===== config.mk =====
export PLATFORM = sky130hd
export DESIGN_NAME = note_scroller
export DESIGN_NICKNAME = d
export VERILOG_FILES = /design/src/rtl/dance_pkg.sv /design/src/rtl/note_scroller_step_divider.sv /design/src/rtl/note_scroller.sv
export SDC_FILE = /design/constraint.sdc
export NUM_CORES = 1
export LEC_CHECK = 0
export ABC_AREA = 1
export CAP_MARGIN = 10
export CORE_MARGIN = 4
export CORE_UTILIZATION = 28
export CTS_BUF_LIST = sky130_fd_sc_hd__clkbuf_8 sky130_fd_sc_hd__clkbuf_16
export DETAILED_ROUTE_END_ITERATION = 7
export GPL_TIMING_DRIVEN = 0
export HOLD_SLACK_MARGIN = 0.05
export PLACE_DENSITY_LB_ADDON = 0.08
export SLEW_MARGIN = 30
export SYNTH_ARGS = -nofsm -noshare
export SYNTH_HDL_FRONTEND = slang
export SYNTH_SLANG_ARGS = --single-unit
export TNS_END_PERCENT = 1

===== constraint.sdc =====
create_clock -name clk -period 2.6 [get_ports clk]
set_input_delay 0.52 -clock clk [delete_from_list [all_inputs] [get_ports clk]]
set_output_delay 0.52 -clock clk [all_outputs]
set_load 0.01 [all_outputs]

===== src/rtl/dance_pkg.sv =====
// Shared definitions for the arrow-note game: state encoding, geometry defaults
// and the lane/row to grid-bit mapping.
// No ports; pure compile-time package with no latency or flow control.
package dance_pkg;

    typedef enum logic [1:0] {
        ST_IDLE = 2'd0,
        ST_PLAY = 2'd1,
        ST_OVER = 2'd2
    } state_e;

    localparam int LANES_DEF = 4;
    localparam int ROWS_DEF  = 8;

    // Grid bit for (lane, row); lanes are laid out as contiguous ROWS-bit groups
    // with row 0 (top) at the low end of each group.
    function automatic int bit_idx(input int lane, input int row, input int rows);
        return lane * rows + row;
    endfunction

endpackage


===== src/rtl/note_scroller_step_divider.sv =====
// Scroll-step divider: counts 0..TICK_DIV-1 while enabled, step high on the last count.
// Latency: step is a combinational decode of the count register; clr/!en zero it next edge.
// Backpressure: none; free-running while enabled.
// Ports: clk, rst (async, active-high), en (count), clr (force to 0), step (out).
module step_divider #(
    parameter int TICK_DIV = 50000
) (
    input  logic clk,
    input  logic rst,
    input  logic en,
    input  logic clr,
    output logic step
);

    localparam int CW = (TICK_DIV > 2) ? $clog2(TICK_DIV) : 1;
    localparam logic [CW-1:0] LAST = CW'(TICK_DIV - 1);

    logic [CW-1:0] tick_q;
    logic [CW-1:0] tick_d;

    always_comb begin
        tick_d = tick_q;
        if (clr || !en) begin
            tick_d = '0;
        end else if (tick_q == LAST) begin
            tick_d = '0;
        end else begin
            tick_d = tick_q + CW'(1);
        end
    end

    always_ff @(posedge clk or posedge rst) begin
        if (rst) begin
            tick_q <= '0;
        end else begin
            tick_q <= tick_d;
        end
    end

    assign step = en && (tick_q == LAST);

endmodule


===== src/rtl/note_scroller.sv =====
// Falling-arrow game core: spawns notes from the LFSR word, scrolls them, judges key presses.
// Latency: all outputs registered; hit/miss pulses appear one cycle after the deciding cycle.
// Backpressure: none; key/start are single-cycle pulses, rnd is sampled only on step cycles.
// Ports: clk, rst (async, active-high), rnd[6:0], start, key[LANES-1:0] in;
//        grid[LANES*ROWS-1:0] (bit lane*ROWS+row), score, misses, playing, game_over,
//        hit_pulse, miss_pulse out.
module note_scroller
    import dance_pkg::*;
#(
    parameter int LANES        = LANES_DEF,
    parameter int ROWS         = ROWS_DEF,
    parameter int TICK_DIV     = 50000,
    parameter int SPAWN_THRESH = 64,
    parameter int MAX_MISS     = 8,
    parameter int SCORE_W      = 10
) (
    input  logic                  clk,
    input  logic                  rst,
    input  logic [6:0]            rnd,
    input  logic                  start,
    input  logic [LANES-1:0]      key,
    output logic [LANES*ROWS-1:0] grid,
    output logic [SCORE_W-1:0]    score,
    output logic [3:0]            misses,
    output logic                  playing,
    output logic                  game_over,
    output logic                  hit_pulse,
    output logic                  miss_pulse
);

    localparam logic [3:0] MISS_LIM  = 4'(MAX_MISS);
    localparam logic [5:0] SPAWN_LIM = 6'(SPAWN_THRESH / 4);

    state_e                  state_q, state_d;
    logic [LANES*ROWS-1:0]   grid_q, grid_d;
    logic [SCORE_W-1:0]      score_q, score_d;
    logic [3:0]              misses_q, misses_d;
    logic                    hit_pulse_q, hit_pulse_d;
    logic                    miss_pulse_q, miss_pulse_d;
    logic                    playing_q, playing_d;
    logic                    over_q, over_d;

    logic                    tick_en;
    logic                    tick_clr;
    logic                    step;
    logic [LANES*ROWS-1:0]   work;
    logic [2:0]              hit_cnt;
    logic [2:0]              miss_cnt;
    logic [SCORE_W:0]        score_sum;
    logic [4:0]              miss_sum;

    step_divider #(.TICK_DIV(TICK_DIV)) u_div (
        .clk  (clk),
        .rst  (rst),
        .en   (tick_en),
        .clr  (tick_clr),
        .step (step)
    );

    always_comb begin
        state_d      = state_q;
        grid_d       = grid_q;
        score_d      = score_q;
        misses_d     = misses_q;
        hit_pulse_d  = 1'b0;
        miss_pulse_d = 1'b0;
        tick_en      = 1'b0;
        tick_clr     = 1'b0;
        work         = grid_q;
        hit_cnt      = 3'd0;
        miss_cnt     = 3'd0;
        score_sum    = '0;
        miss_sum     = '0;

        case (state_q)
            ST_IDLE, ST_OVER: begin
                if (start) begin
                    state_d  = ST_PLAY;
                    grid_d   = '0;
                    score_d  = '0;
                    misses_d = '0;
                    tick_clr = 1'b1;
                end
            end
            ST_PLAY: begin
                // The miss that hit the limit was registered last cycle; leave
                // now without touching grid/score so the final picture freezes.
                if (misses_q >= MISS_LIM) begin
                    state_d = ST_OVER;
                end else begin
                    tick_en = 1'b1;
                    // Key judgment first, so a press on a step cycle rescues the note.
                    for (int l = 0; l < LANES; l++) begin
                        if (key[l] && work[bit_idx(l, ROWS - 1, ROWS)]) begin
                            work[bit_idx(l, ROWS - 1, ROWS)] = 1'b0;
                            hit_cnt = hit_cnt + 3'd1;
                        end
                    end
                    if (step) begin
                        for (int l = 0; l < LANES; l++) begin
                            if (work[bit_idx(l, ROWS - 1, ROWS)]) begin
                                miss_cnt = miss_cnt + 3'd1;
                            end
                            for (int r = ROWS - 1; r > 0; r--) begin
                                work[bit_idx(l, r, ROWS)] = work[bit_idx(l, r - 1, ROWS)];
                            end
                            work[bit_idx(l, 0, ROWS)] = 1'b0;
                        end
                        if ({1'b0, rnd[6:2]} < SPAWN_LIM) begin
                            work[bit_idx(int'(rnd[1:0]), 0, ROWS)] = 1'b1;
                        end
                    end
                    grid_d = work;

                    score_sum = {1'b0, score_q} + (SCORE_W + 1)'(hit_cnt);
                    score_d   = score_sum[SCORE_W] ? '1 : score_sum[SCORE_W-1:0];
                    miss_sum  = {1'b0, misses_q} + 5'(miss_cnt);
                    misses_d  = miss_sum[4] ? 4'hF : miss_sum[3:0];

                    hit_pulse_d  = (hit_cnt != 3'd0);
                    miss_pulse_d = (miss_cnt != 3'd0);
                end
            end
            default: state_d = ST_IDLE;
        endcase

        playing_d = (state_d == ST_PLAY);
        over_d    = (state_d == ST_OVER);
    end

    always_ff @(posedge clk or posedge rst) begin
        if (rst) begin
            state_q      <= ST_IDLE;
            grid_q       <= '0;
            score_q      <= '0;
            misses_q     <= '0;
            hit_pulse_q  <= 1'b0;
            miss_pulse_q <= 1'b0;
            playing_q    <= 1'b0;
            over_q       <= 1'b0;
        end else begin
            state_q      <= state_d;
            grid_q       <= grid_d;
            score_q      <= score_d;
            misses_q     <= misses_d;
            hit_pulse_q  <= hit_pulse_d;
            miss_pulse_q <= miss_pulse_d;
            playing_q    <= playing_d;
            over_q       <= over_d;
        end
    end

    assign grid       = grid_q;
    assign score      = score_q;
    assign misses     = misses_q;
    assign playing    = playing_q;
    assign game_over  = over_q;
    assign hit_pulse  = hit_pulse_q;
    assign miss_pulse = miss_pulse_q;

endmodule

==> results.ini, run 1 <==
[yosys]
synth_warnings=0
ys_ff_latch=68
synth-seq-area-share=0.468
synth_edf_count=0
netlist.area_leader.share=0.468
synth_common_cells=nand2_1 (150), dfrtp_1 (68), nand3_1 (62)
async_flop_share=1.00
synth_area_um2=3640
synthCells=474
synth_cell_types=33
yosys.area.top_type=dfrtp_1
post_synth.cell_area_avg_um2=7.67
synth_area_leaders=dfrtp_1 (47%), nand2_1 (15%), nand3_1 (8.5%), inv_1 (5.3%), nor2_1 (4.7%)
syn-num-nets=499
synth_flop_cell=dfrtp_1
yosysMostFrequentCell=nand2_1

[worst_setup_path]
regToRegSetupSlack_ns=0.17
cp-startpoint=key[2]
crit_required_ns=2.83
path_class=primary input to register
crit_path_end_kind=register
crit_arrival_ns=2.67
worstPathMaxFanout=6
start_kind=primary input
regToRegStartpoint=grid[15]

[grt]
grt_overflow=0
grt_max_degree=36
grt_pass1_vias=3332
grt_use_total=0.144
antenna_found_initial=0
grt_pass1_wl_mm=16.5

[detailed_routing]
vias=3298
ant_nets=0
drc_errors=0
drt_iter0_markers=132
avgViaCountPerCell=4.48
wl_per_cell_um=13.5
wl_mm=9.94
dr.pass1.iters=5

[floorplan]
dieHeight_um=122
start_util=0.287
core_um2=12700
rows=41
die-area_um2=14900
ios=64
die_w_um=122

[sta]
setup-tns-final_ns=0
fin_crit_ns=2.44
setup_slack_ns=0.160
clock.fmax_mhz=410
fin_crit_sh=0.939
relSlewSlack=0.565
hold_violations=0
clock_skew_ns=0.00523
setup_violations=0
hold-worst-slack_ns=0.498
worstMarginPinSlew_ns=0.653
rsz0062_at_grt=yes
slew_viol_final=0

[finish]
postLayoutCoreUtil=0.401
fin_nets=584
syn2layout_area_growth_pct=39.8
n_antenna_cell=0
drive_gt1_frac=0.191

[clock_tree]
clock_sinks=68
cts_tree=yes
htree_levels=3
cts.path.max_buffers=2
insertion_delay_ns=0.34
numCtsBuffers=9
clkTransAtPathRegs_ns=0.06
cts-root-buf=clkbuf_16

[power_and_ir_drop]
ir_drop_mv=0.374
power.leakage_nw=2.44
powerDensity_nw_per_um2=590
p_total_mw=3.00

[placed_design]
detailed_place_hpwl_mm=6.99
pre_cts_slack_ns=-0.857
port_buffers=59
gp_congestion=0.806

[status]
status=complete, no violations

[worst_hold_path]
min-delay-start=grid[20]
hold_path_class=register to register

[run]
maxCapViolCount=0

[through the flow]
step,instance area [um2],instances
final,5080,736
after global routing,5080,736
after detailed placement,4460,706
after CTS,4830,725
after floorplan,3640,474
after global placement,4440,705
[cell type report]
class,instances,area [um2]
clock buffers,10,239
inverters,54,210
flip-flops and latches,68,1700
fillers,1347,7590
plain buffers,12,78.8
well taps,172,215
clock inverters,6,63.8
multi-input cells,340,1850
repair buffers,74,726
[registers in the layout, indices dropped and copies added (netlist names)]
name,cells
miss_pulse,1
hit_pulse,1
u_div.tick_q,16
state_q,2
playing,1
score,10
misses,4
grid,32
game_over,1
[report_power, final]
part / internal, mW / leakage (nW) / switching [mW] / total (mW)
Sequential: 1.16 / 0.916 / 0.0992 / 1.26
Clock: 0.766 / 0.144 / 0.484 / 1.25
Combinational: 0.244 / 1.38 / 0.247 / 0.491
Total: 2.17 / 2.44 / 0.830 / 3.00
[logic make-up after synthesis]
family	after synthesis	synth area share
simple gates	286	0.341
buf+inv	66	0.0778
xor+xnor	7	0.0169
compound gates	36	0.0547
flops	68	0.468
fa+ha+maj	11	0.0420
[cell usage in the layout (no fill, tap or decap), types with 3 or more instances in the layout]
master and n:
dfrtp_1 66, nor3_1 4, nor2_1 37, ha_1 6, clkdlybuf4s50_1 55, buf_4 12, nor2_2 8, buf_6 6
inv_2 9, buf_2 3, nand3_1 59, inv_1 43, nand2_2 18, o21ai_1 8, nor2_4 6, o21ai_0 9
nand4_1 3, nand3_2 3, xor2_1 6, clkbuf_1 3, o21ai_2 3, a21oi_1 8, clkbuf_16 9, nand3_4 3
nand2_1 132, nand2_4 3, nor3_2 3
[per-layer routing]
layer | GRT usage | part of all wire | vias to the layer above
li1 | - | - | 1678
met1 | 0.186 | 0.46 | 1549
met2 | 0.225 | 0.46 | 60
met3 | 0.0450 | 0.056 | 11
met4 | 0.0588 | 0.018 | 0
met5 | 0 | 0 | -
[critical path, cell delays in order]
cell           delay (ns)
dlygate4sd2_1        0.27
nand2_2              0.12
inv_1                0.08
nand2_1              0.09
nand2_1              0.06
ha_1                 0.28
or2_4                0.24
nand2_4              0.07
inv_1                0.04
ha_1                 0.28
nand2_2              0.09
nor2_4               0.05
nor2_4               0.20
nor3_2               0.07
o21ai_1              0.14
nand2_1              0.06
[worst paths after layout]
kind	cells after the start	to
worst max-delay path	16	score[7]
worst min-delay path	2	grid[21]
worst max register to register	20	misses[3]
worst min register to register	2	grid[21]
max in group asynchronous	3	u_div.tick_q[11]
min in group asynchronous	2	grid[18]
[repair_timing]
item	in CTS	in global routing
resized for setup	21	61
hold buffers	0	0
setup buffers	3	11
setup endpoints to repair	11	12
pin swaps	4	32
(Power assumes the default switching activity.)
==> run 2: changes to the inputs <==
--- a/config.mk
+++ b/config.mk
@@ -6,7 +6,7 @@
 export NUM_CORES = 1
 export LEC_CHECK = 0
 export ABC_AREA = 1
-export CAP_MARGIN = 10
+export CAP_MARGIN = 40
 export CORE_MARGIN = 4
 export CORE_UTILIZATION = 28
 export CTS_BUF_LIST = sky130_fd_sc_hd__clkbuf_8 sky130_fd_sc_hd__clkbuf_16
==> run 2 against run 1 <==
  * Power unchanged
  * Highest routed layer unchanged
  * Sequential power about the same
  * Combinational power about the same
  * Via count is the same
  * Sequential share of layout area unchanged
  * Critical path depth is the same
  * Clock power about the same
  * Non-clock buffer count is the same
  * Setup slack stayed put
  * Routed wire length stayed put
  * Cell area did not move
==> results.ini, run 2 (synthesis results as in run 1) <==
[status]
status=complete, no violations

[detailed_routing]
drc_errors=0
dr.pass1.iters=5
vias=3298
avgViaCountPerCell=4.48
drt_iter0_markers=132
wl_per_cell_um=13.5
ant_nets=0
wl_mm=9.94

[sta]
clock_skew_ns=0.00523
fin_crit_sh=0.939
clock.fmax_mhz=410
slew_viol_final=0
relSlewSlack=0.565
fin_crit_ns=2.44
rsz0062_at_grt=yes
setup_violations=0
setup-tns-final_ns=0
worstMarginPinSlew_ns=0.653
hold_violations=0

[clock_tree]
clock_sinks=68
postCtsHoldBufs=0
numCtsBuffers=9
htree_levels=3
cts_tree=yes
insertion_delay_ns=0.34
cts-root-buf=clkbuf_16
cts.path.max_buffers=2
clkTransAtPathRegs_ns=0.06

[worst_setup_path]
start_kind=primary input
path_class=primary input to register
crit_required_ns=2.83
crit_arrival_ns=2.67
crit_path_end_kind=register
worstPathMaxFanout=6

[finish]
n_antenna_cell=0
final_cell_mix=nand2_1 (132), dfrtp_1 (66), nand3_1 (59)
fin_nets=584
drive_gt1_frac=0.191
final_common_cell=nand2_1
syn2layout_area_growth_pct=39.8
largest_register_ffs=32

[grt]
grt_overflow=0
grt_use_total=0.144
grt_max_degree=36
grt_pass1_vias=3332
grt_pass1_wl_mm=16.5
antenna_found_initial=0

[power_and_ir_drop]
ir_drop_mv=0.374
p_total_mw=3.00
power.leakage_nw=2.44
powerDensity_nw_per_um2=590

[floorplan]
start_util=0.287
dieHeight_um=122
die-area_um2=14900
rows=41
core_um2=12700
ios=64
die_w_um=122

[worst_hold_path]
hold_path_class=register to register

[placed_design]
port_buffers=59
detailed_place_hpwl_mm=6.99
gp_congestion=0.806

[run]
maxCapViolCount=0

[run 2: critical path: stages]
cell	delay [ns]
dlygate4sd2_1	0.27
nand2_2	0.12
inv_1	0.08
nand2_1	0.09
nand2_1	0.06
ha_1	0.28
or2_4	0.24
nand2_4	0.07
inv_1	0.04
ha_1	0.28
nand2_2	0.09
nor2_4	0.05
nor2_4	0.20
nor3_2	0.07
o21ai_1	0.14
nand2_1	0.06
[run 2: worst paths after layout]
kind	start	to	slack [ns]	depth (start not counted)
max	key[2]	score[7]	0.16	16
min	grid[20]	grid[21]	0.50	2
max reg2reg	grid[15]	misses[3]	0.17	20
min reg2reg	grid[20]	grid[21]	0.50	2
max in group asynchronous	rst	u_div.tick_q[11]	1.48	3
min in group asynchronous	rst	grid[18]	0.55	2
[run 2: layout make-up]
| cell class | instances | area, um2 |
|---|---|---|
| inverters | 54 | 210 |
| fillers | 1347 | 7590 |
| plain buffers | 12 | 78.8 |
| well taps | 172 | 215 |
| clock inverters | 6 | 63.8 |
| multi-input cells | 340 | 1850 |
| repair buffers | 74 | 726 |
| flip-flops and latches | 68 | 1700 |
| clock buffers | 10 | 239 |
[run 2: per-stage QoR]
step                hold WS [ns]  worst slack [ns]  area [um2]  cells   util
floorplan                  0.433           0.00462        3640    474      -
global placement           0.456             -1.05        4440    705  0.351
detailed placement         0.456            -0.857        4460    706  0.352
CTS                        0.463           -0.0261        4830    725  0.381
global route               0.544           -0.0450        5080    736  0.401
finish                     0.498             0.160        5080    736  0.401
[run 2: metal layers]
metal | global-route usage | vias up | wire [um]
met2 | 0.225 | 60 | 4590
met3 | 0.0450 | 11 | 556
met1 | 0.186 | 1549 | 4610
met5 | 0 | - | 0
li1 | - | 1678 | -
met4 | 0.0588 | 0 | 180
[run 2: where the power goes]
group | internal, mW | leakage (nW) | switching [mW]
clock | 0.766 | 0.144 | 0.484
sequential | 1.16 | 0.916 | 0.0992
combinational | 0.244 | 1.38 | 0.247
total | 2.17 | 2.44 | 0.830
[run 2: repair_timing]
action / CTS / global route
resized for setup: 21 / 61
buffers inserted: 3 / 11
pin swaps: 4 / 32
endpoints found under the setup margin: 11 / 12
==> run 3: changes to the inputs <==
--- a/config.mk
+++ b/config.mk
@@ -18,4 +18,4 @@
 export SYNTH_ARGS = -nofsm -noshare
 export SYNTH_HDL_FRONTEND = slang
 export SYNTH_SLANG_ARGS = --single-unit
-export TNS_END_PERCENT = 1
+export TNS_END_PERCENT = 100
==> run 3 against run 2 <==
  * Setup slack got worse by 0.034 ns
  * Die area unchanged
  * Clock skew hardly changed
  * Sequential power hardly changed
  * Via count grew 0.49%
  * Combinational power about the same
  * Critical path depth is 1 higher
  * Core utilization increased by 0.21 points
  * Global-route usage about the same
  * Worst hold slack about the same
==> results.ini, run 3 (synthesis results as in run 1) <==
[detailed_routing]
wl_mm=9.95
dr.pass1.iters=4
wl_per_cell_um=13.5
drt_iter0_markers=135
drc_errors=0
vias=3314
ant_nets=0
avgViaCountPerCell=4.49

[worst_setup_path]
crit_path_end_kind=register
crit_family=simple AND/OR/NAND/NOR gates
slowest_delay_ns=0.28
crit_arrival_ns=2.70
cp.buffers_inverters=3
r2r_cells=17
regToRegStartpoint=grid[15]
regToRegSetupSlack_ns=0.14
crit_required_ns=2.83
path_class=primary input to register
path_cells=dlygate4sd2_1 > nand2_2 > inv_1 > nand2_1 > nand2_1 > ha_1 > or2_4 > nand2_4 > inv_1 > ha_1 > nand2_1 > nor2_2 > nor2_4 > nor2_2 > nand3_1 > nand3_1 > nand2_1
cp_common_cell=nand2_1
r2r-end=score[9]
worstPathMaxFanout=6
slowest_stage=ha_1
start_kind=primary input

[floorplan]
dieHeight_um=122
start_util=0.287
ios=64
die-area_um2=14900
core_um2=12700
rows=41
die_w_um=122

[sta]
setup_slack_ns=0.126
slew_viol_final=0
clock_skew_ns=0.00537
setup_violations=0
rsz0062_at_grt=yes
hold_violations=0
fin_crit_sh=0.952
worstMarginPinSlew_ns=0.654
clock.fmax_mhz=404
relSlewSlack=0.564
fin_crit_ns=2.47

[finish]
drive_gt1_frac=0.200
final_common_cell=nand2_1
fin_cells=738
fin_nets=586
largest_register_ffs=32
final_cell_mix=nand2_1 (134), dfrtp_1 (66), nand3_1 (58)
final_area_um2=5110
fillers=1344
n_antenna_cell=0
syn2layout_area_growth_pct=40.5

[grt]
antenna_found_initial=0
grt_max_degree=36
grt_overflow=0
grt_pass1_vias=3338
grt_use_total=0.144
grt_pass1_wl_mm=16.5

[placed_design]
detailed_place_hpwl_mm=6.99
dp.cells=706
port_buffers=59
pre_cts_slack_ns=-0.857
place_area_um2=4460
gp_congestion=0.806

[clock_tree]
postCtsHoldBufs=0
cts_tree=yes
htree_levels=3
cts.path.max_buffers=2
cts-root-buf=clkbuf_16
insertion_delay_ns=0.34
clkTransAtPathRegs_ns=0.06
numCtsBuffers=9
clock_sinks=68

[worst_hold_path]
hold_depth=2
hold_path_class=register to register
min-delay-start=grid[20]
worst_hold_path.endpoint=grid[21]

[power_and_ir_drop]
p_total_mw=3.00
powerDensity_nw_per_um2=586
power.leakage_nw=2.46
ir_drop_mv=0.374

[run]
maxCapViolCount=0

[status]
status=complete, no violations

run 3: repair_timing:
| action | in CTS | in global routing |
|---|---|---|
| gates cloned | 0 | 0 |
| endpoints found under the setup margin | 11 | 12 |
| pin swaps | 4 | 33 |
| setup buffers | 5 | 11 |
| gates resized for setup | 22 | 64 |
run 3: routing by layer:
layer / GRT usage / wire length (um) / vias up / part of all wire
li1: - / - / 1681 / -
met1: 0.186 / 4630 / 1564 / 0.47
met2: 0.225 / 4590 / 58 / 0.46
met3: 0.0450 / 555 / 11 / 0.056
met4: 0.0588 / 180 / 0 / 0.018
met5: 0 / 0 / - / 0
run 3: cell type report:
cell class | count | area [um2] | area share
multi-input cells | 340 | 1850 | 0.363
well taps | 172 | 215 | 0.0421
clock inverters | 6 | 63.8 | 0.0125
flip-flops and latches | 68 | 1700 | 0.333
repair buffers | 76 | 744 | 0.146
inverters | 54 | 210 | 0.0411
clock buffers | 10 | 239 | 0.0468
plain buffers | 12 | 78.8 | 0.0154
run 3: how the worst max path moves through the flow:
stage / start / endpoint / slack (ns) / cells after the start
detailed placement: key[1] / score[7] / -0.86 / 19
global placement: rst / score[6] / -1.05 / 2
CTS: key[0] / score[7] / -0.004 / 19
finish: key[2] / score[9] / 0.13 / 17
floorplan: key[0] / score[3] / 0.005 / 17
global route: grid[15] / misses[3] / -0.04 / 20
run 3: through the flow:
stage	TNS [ns]	util	hold slack (ns)
CTS	-0.00370	0.382	0.463
detailed placement	-8.97	0.352	0.456
global placement	-79.80	0.351	0.456
floorplan	0	-	0.433
global route	-0.0440	0.403	0.544
finish	0	0.403	0.498
run 3: worst register-to-register path: stages (launching register included):
cell,delay [ns]
dfrtp_2,0.43
nand2_2,0.09
inv_2,0.05
nand2_4,0.07
buf_4,0.11
nand2_1,0.05
ha_1,0.29
or2_4,0.26
nand2_4,0.06
inv_1,0.04
ha_1,0.26
nand2_1,0.07
nor2_2,0.15
nor2_4,0.08
nor2_2,0.13
nand3_1,0.08
nand3_1,0.07
nand2_1,0.06
run 3: power by group:
group | total [mW] | switching [mW] | internal (mW) | leakage [nW]
sequential | 1.26 | 0.100 | 1.16 | 0.916
clock | 1.25 | 0.486 | 0.766 | 0.144
combinational | 0.488 | 0.246 | 0.241 | 1.40
total | 3.00 | 0.832 | 2.16 | 2.46
